**src/rtl/inv_mix_cols_seq.sv**
```systemverilog
// Sequential AES InvMixColumns, COLS_PER_CYCLE columns per clock; result valid 4/COLS_PER_CYCLE cycles after accept.
// Result is held in DONE until ready_i; no new input until IDLE. INV_MIX_COLS_FWD_EN adds fwd_i (forward MixColumns).
module inv_mix_cols_seq #(
    parameter int COLS_PER_CYCLE = 1
) (
    input  logic         clk,
    input  logic         reset,
    input  logic         valid_i,
    output logic         ready_o,
    input  logic [127:0] data_i,
`ifdef INV_MIX_COLS_FWD_EN
    input  logic         fwd_i,
`endif
    output logic         valid_o,
    input  logic         ready_i,
    output logic [127:0] data_o
);

    typedef enum logic [1:0] {IDLE, BUSY, DONE} state_t;

    state_t       state_q;
    state_t       state_d;
    logic [1:0]   cnt_q;
    logic [127:0] work_q;
    logic [127:0] work_d;
    logic         fwd_q;
    logic         load;
    logic         last;

    function automatic logic [7:0] xtime(input logic [7:0] b);
        return {b[6:0], 1'b0} ^ (b[7] ? 8'h1b : 8'h00);
    endfunction

    // k is a 4-bit constant: accumulate b*2^i for each set bit i along the xtime chain
    function automatic logic [7:0] gmul(input logic [7:0] b, input logic [3:0] k);
        logic [7:0] p;
        logic [7:0] acc;
        p   = b;
        acc = 8'h00;
        for (int i = 0; i < 4; i++) begin
            if (k[i])
                acc = acc ^ p;
            p = xtime(p);
        end
        return acc;
    endfunction

    // Both matrices are circulant: row r uses the first-row coefficient at index (j - r) mod 4
    function automatic logic [31:0] mix_col(input logic [31:0] col, input logic fwd);
        logic [15:0] k;
        logic [31:0] o;
        k = fwd ? 16'h2311 : 16'hebd9;
        o = '0;
        for (int r = 0; r < 4; r++)
            for (int j = 0; j < 4; j++)
                o[31-8*r -: 8] = o[31-8*r -: 8]
                               ^ gmul(col[31-8*j -: 8], k[15-4*((j-r+4)%4) -: 4]);
        return o;
    endfunction

    assign last   = (int'(cnt_q) + COLS_PER_CYCLE) >= 4;
    assign data_o = work_q;

    always_comb begin
        state_d = state_q;
        load    = 1'b0;
        ready_o = 1'b0;
        valid_o = 1'b0;
        case (state_q)
            IDLE: begin
                ready_o = 1'b1;
                if (valid_i) begin
                    load    = 1'b1;
                    state_d = BUSY;
                end
            end
            BUSY: begin
                if (last)
                    state_d = DONE;
            end
            DONE: begin
                valid_o = 1'b1;
                if (ready_i)
                    state_d = IDLE;
            end
            default: state_d = IDLE;
        endcase
    end

    always_comb begin
        work_d = work_q;
        for (int k = 0; k < COLS_PER_CYCLE; k++)
            work_d[127-32*((int'(cnt_q)+k)%4) -: 32] =
                mix_col(work_q[127-32*((int'(cnt_q)+k)%4) -: 32], fwd_q);
    end

    always_ff @(posedge clk or posedge reset) begin
        if (reset)
            state_q <= IDLE;
        else
            state_q <= state_d;
    end

    always_ff @(posedge clk or posedge reset) begin
        if (reset) begin
            work_q <= '0;
            cnt_q  <= '0;
        end else if (load) begin
            work_q <= data_i;
            cnt_q  <= '0;
        end else if (state_q == BUSY) begin
            work_q <= work_d;
            cnt_q  <= cnt_q + 2'(COLS_PER_CYCLE);
        end
    end

`ifdef INV_MIX_COLS_FWD_EN
    always_ff @(posedge clk or posedge reset) begin
        if (reset)
            fwd_q <= 1'b0;
        else if (load)
            fwd_q <= fwd_i;
    end
`else
    assign fwd_q = 1'b0;
`endif

endmodule
```
**config.mk**
```make
export PLATFORM = sky130hd
export DESIGN_NAME = inv_mix_cols_seq
export DESIGN_NICKNAME = d
export VERILOG_FILES = /design/src/rtl/inv_mix_cols_seq.sv
export SDC_FILE = /design/constraint.sdc
export NUM_CORES = 1
export LEC_CHECK = 0
export CAP_MARGIN = 0
export CORE_MARGIN = 3
export CORE_UTILIZATION = 25
export CTS_CLUSTER_DIAMETER = 120
export DETAILED_ROUTE_END_ITERATION = 7
export MAX_ROUTING_LAYER = met4
export PLACE_DENSITY = 0.48
export SLEW_MARGIN = 20
export SYNTH_ARGS = -nofsm -noshare
export SYNTH_HDL_FRONTEND = slang
export SYNTH_SLANG_ARGS = --single-unit
```
**constraint.sdc**
```tcl
create_clock -name clk -period 7.4 [get_ports clk]
set_clock_uncertainty 0.05 [all_clocks]
set_input_delay 1.48 -clock clk [delete_from_list [all_inputs] [get_ports clk]]
set_output_delay 1.48 -clock clk [all_outputs]
set_load 0.01 [all_outputs]
```
==> impl_metrics.env <==
export IMPL_gp_congestion=0.942
export IMPL_syn_area_per_cell_um2=12.0
export IMPL_area_growth_synth_to_final_pct=42.6
export IMPL_r2r_end="data_o[44]"
export IMPL_yosys_area_top_type="dfrtp_1"
export IMPL_crit_arrival_ns=4.28
export IMPL_r2r_slack_ns=3.33
export IMPL_crit_chain="buf_4, mux4_2, xor2_1, xnor3_1, xnor3_2, xnor2_2, o21ai_1"
export IMPL_worstHoldPathType="reg2reg"
export IMPL_slowest_stage="dfrtp_2"
export IMPL_cts_root_buf="clkbuf_16"
export IMPL_crit_reg2reg_launch="cnt_q[1]"
export IMPL_grt_pass1_vias=7551
export IMPL_syn_num_nets=832
export IMPL_ys_top_cells_by_count="dfrtp_1, a22oi_1, xnor2_1"
export IMPL_synth_top_area_share_pct=39.6
export IMPL_end_kind="flop"
export IMPL_max_freq_mhz=246
export IMPL_slew_headroom_pct=28.1
export IMPL_detail_route_iter0_violations=433
export IMPL_grt_max_degree=81
export IMPL_synth_ff_latch_count=132
export IMPL_placementRows=66
export IMPL_core_area_um2=32700
export IMPL_drive_gt1_share_pct=10.3
export IMPL_holdPathEnd="data_o[16]"
export IMPL_layout_cells_non_filler=1382
export IMPL_worstSkewPairLatency_ns=0.42
export IMPL_avgViaCountPerCell=4.98
export IMPL_synth_ff_type="dfrtp_1"
export IMPL_post_route_drc_count=0
export IMPL_diodes=0
export IMPL_setup_tns_ns=0
export IMPL_ys_types=32
export IMPL_dpl_hpwl_mm=25.2
export IMPL_nets=1065
export IMPL_initial_core_util_pct=25.5
export IMPL_ant_nets=0
export IMPL_cts_resized=0
export IMPL_ctsHtreeMaxLevel=4
export IMPL_io_pins=262
export IMPL_ys_warn_count=0
export IMPL_final_min_clock_period_ns=4.07
export IMPL_grtUsageTotal_pct=19.7
export IMPL_cts_buffers=17
export IMPL_synth_cells=695
export IMPL_cpPeakStageDelay_ns=0.79
export IMPL_io_buffers=261
export IMPL_numClockSinks=132
export IMPL_tightest_slew_ns=1.08
export IMPL_rsz0062_at_grt="no"
export IMPL_period_share_pct=54.9
export IMPL_status="finished, final reports clean"
export IMPL_slew_violations=0
export IMPL_cts_tree="yes"
export IMPL_grt_ovfl_total=0
export IMPL_cts_post_setup_buffers_inserted=0
export IMPL_wirelength_mm=34.1
export IMPL_cts_path_max_buffers=2
export IMPL_placed_cells=1351
export IMPL_grt_pass1_wl_mm=50.9
export IMPL_cp_required_ns=7.61
export IMPL_drv_cap=0
export IMPL_dr_total_vias=6876
export IMPL_wl_per_cell_um=24.7
export IMPL_synth_most_common_cell="dfrtp_1"
export IMPL_whs_path_depth=2
export IMPL_critPathKind="reg2reg"
export IMPL_synth_edf_count=0
export IMPL_ctsHoldBuffers=0
export IMPL_reg2regPathDepth=7
export IMPL_syn_area_um2=8340
export IMPL_setup_viol=0
export IMPL_die_width_um=189
export IMPL_start_kind="flop"
export IMPL_die_h_um=189
export IMPL_antenna_found_initial=0
export IMPL_clk_pin_slew_ns=0.06
export IMPL_ys_seq_area_share_pct=39.6
export IMPL_first_pass_iters=6
export IMPL_hold_viol=0
export IMPL_cp_max_fo=21
export IMPL_min_delay_start="data_o[16]"
export IMPL_dieArea_um2=35600
export IMPL_async_flop_share_pct=100
export IMPL_ys_top_cells_by_area="dfrtp_1, xnor2_1, a22oi_1"
flip-flops by register name (all words and copies together) (netlist names):
name	count
cnt_q	2
data_o	128
state_q	2
placed cells by master (no fill, tap or decap), types with 3 or more instances in the layout:
master / n
clkinvlp_4: 3
clkdlybuf4s50_1: 261
clkbuf_16: 17
inv_1: 3
o21ai_0: 86
xnor3_1: 21
xor2_1: 28
clkinv_2: 3
xnor2_4: 4
a22oi_1: 128
dfrtp_1: 130
buf_4: 9
ha_1: 5
a21o_1: 4
clkinv_4: 3
xnor2_2: 11
nand2_1: 4
o21ai_1: 42
xnor2_1: 112
mux4_2: 32
xor3_1: 6
critical path: cells and delay by family (launching register included):
kind	cells	cell delay, ns
buffers and inverters	1	0.50
AOI/OAI and AO/OA	1	0.12
DFF	1	0.79
xor gates and xnor gates	4	1.74
muxes	1	0.69
stage by stage:
stage,cell area (um2),setup WS [ns],hold slack (ns),util [%]
2_1_floorplan,8340,2.34,0.503,-
3_3_place_gp,11300,3.28,0.461,34.6
3_5_place_dp,11300,3.28,0.475,34.6
4_1_cts,11900,3.26,0.488,36.4
5_1_grt,11900,3.09,0.518,36.4
6_report,11900,3.33,0.486,36.4
cell families after synthesis:
kind of cell    after synthesis  share of synthesized area, %
buf+inv                      60                          3.46
fa+ha+maj                     5                         0.750
xor+xnor                    186                          26.6
flops                       132                          39.6
simple gates                 15                         0.945
mux                          32                          8.64
compound gates              265                          20.0
layer usage:
layer | vias up | track usage, % | wire length (um)
li1 | 3066 | - | -
met1 | 3511 | 26.6 | 15600
met2 | 270 | 30.4 | 16000
met3 | 29 | 4.43 | 2040
met4 | 0 | 4.61 | 502
met5 | - | - | 0
worst max path at each step:
stage               slack [ns]  cells past startpoint     start          end
floorplan                 2.34                      1     reset     cnt_q[0]
global placement          3.28                      7  cnt_q[1]   data_o[44]
detailed placement        3.28                      7  cnt_q[1]   data_o[44]
CTS                       3.26                      7  cnt_q[1]   data_o[44]
global route              3.09                      7  cnt_q[1]  data_o[108]
finish                    3.33                      7  cnt_q[1]   data_o[44]
final cells by class:
class                      instances  area (um2)
clock inverter                    12         133
sequential                       132        3310
fill                            3317       20800
clock buffer                      19         443
tap                              442         553
multi-input combinational        503        4760
timing repair buffer             270        2680
inverter                           4        20.0
Power is not shown: default switching activity piles up to over one toggle a cycle in this logic, so the estimate is an artifact.
==> variant (same flow settings) <==
The option `INV_MIX_COLS_FWD_EN` is turned on by a define.
--- a/src/rtl/inv_mix_cols_seq.sv
+++ b/src/rtl/inv_mix_cols_seq.sv
@@ -1,5 +1,7 @@
 // Sequential AES InvMixColumns, COLS_PER_CYCLE columns per clock; result valid 4/COLS_PER_CYCLE cycles after accept.
 // Result is held in DONE until ready_i; no new input until IDLE. INV_MIX_COLS_FWD_EN adds fwd_i (forward MixColumns).
+`define INV_MIX_COLS_FWD_EN
+
 module inv_mix_cols_seq #(
     parameter int COLS_PER_CYCLE = 1
 ) (
Interface: changed (added fwd_i); port bits go from 262 to 263. No check against the original RTL was run, so the function may have changed too.
==> variant against the original RTL <==
Die area grew 5.9%. Final area rose by 3.9%. First-iteration DRC count up 37%. Worst setup slack worse by 0.071 ns. Synthesized cell count increased by 14%. Final cell count grew 7.9%. Sequential cell count grew 1. Area after synthesis is 6.1% higher. Routed wire length is 9.5% higher. Largest cell class unchanged. Highest routed layer unchanged.
Power is left out: the tool's default activity adds up to more than one toggle a clock period on the data nets, which glitch-free logic cannot reach.
==> variant: results <==
[worst_setup_path]
crit_fanout = 25
r2r_cells = 8

[place]
finalWeightedCongestion = 0.829
port-buffer-count = 262
post-dp-hpwl_um = 27100
dp.cells = 1458
place_area_um2 = 11800

[global_route]
grt_use_met1_pct = 26.3
grt_pass1_wl_um = 55800
antenna_found_initial = 2
first_global_vias = 8149
groute.layer.met3.usage_pct = 4.67

[logic_synthesis]
synth_xor_area_share_pct = 23.5
seq_area_frac_synth_pct = 37.6
ys_top_cells_by_area = "dfrtp_1 38%, xnor2_1 12%, a22oi_1 9.8%"
netlist_top_cells_count = "133 x dfrtp_1, 119 x xnor2_1, 116 x a22oi_1, 91 x o21ai_0, 44 x clkbuf_1"
synth_nets = 931
synth_cell_types = 46
muxShareOfSynthArea_pct = 9.76

[timing]
max_slew.worst_pin.slew_ns = 0.846
holdWs_ns = 0.486
fmax_mhz = 242

[detailed_routing]
drt-total-wl_um = 37300
wl_per_cell_um = 25.0
met3_length_um = 2470
wl_met1_um = 16100
drt_iter0_drc = 594
dr_wl_met2_um = 18300

[worst_hold_path]
worstHoldStart = "data_o[111]$_DFFE_PP0P_"

[cells_and_area]
finalNetCount = 1160
drive_above_1_share_pct = 10.2

[status]
status = "complete, no violations"
## variant: changes by cell type after synthesis, sizes merged, moves of 8 or more
cell   unedited run  this run
a22o              2        13
xor2             29        42
o31ai             0         8
a22oi           128       116
xnor2           127       136
nand2             4        35
o21ai           128       113
xnor3            23        13
a21o              5        13
nor2              1        22
## variant: layout make-up
| cell class | instances | area, um2 |
|---|---|---|
| Fill cell | 3509 | 22300 |
| Multi-Input combinational cell | 590 | 5160 |
| Sequential cell | 133 | 3330 |
| Tap cell | 455 | 569 |
| Clock inverter | 13 | 126 |
| Antenna cell | 2 | 5.00 |
| Inverter | 5 | 23.8 |
| Timing Repair Buffer | 275 | 2720 |
| Clock buffer | 18 | 429 |
## variant: worst max-delay path, cell delays in order, from the launching register on
cell and delay [ns]:
dfrtp_2 0.79, buf_4 0.44, mux4_2 0.70, xnor2_4 0.42
xnor3_1 0.62, nor2_2 0.21, xor2_2 0.20, xor2_1 0.43
o21ai_1 0.12
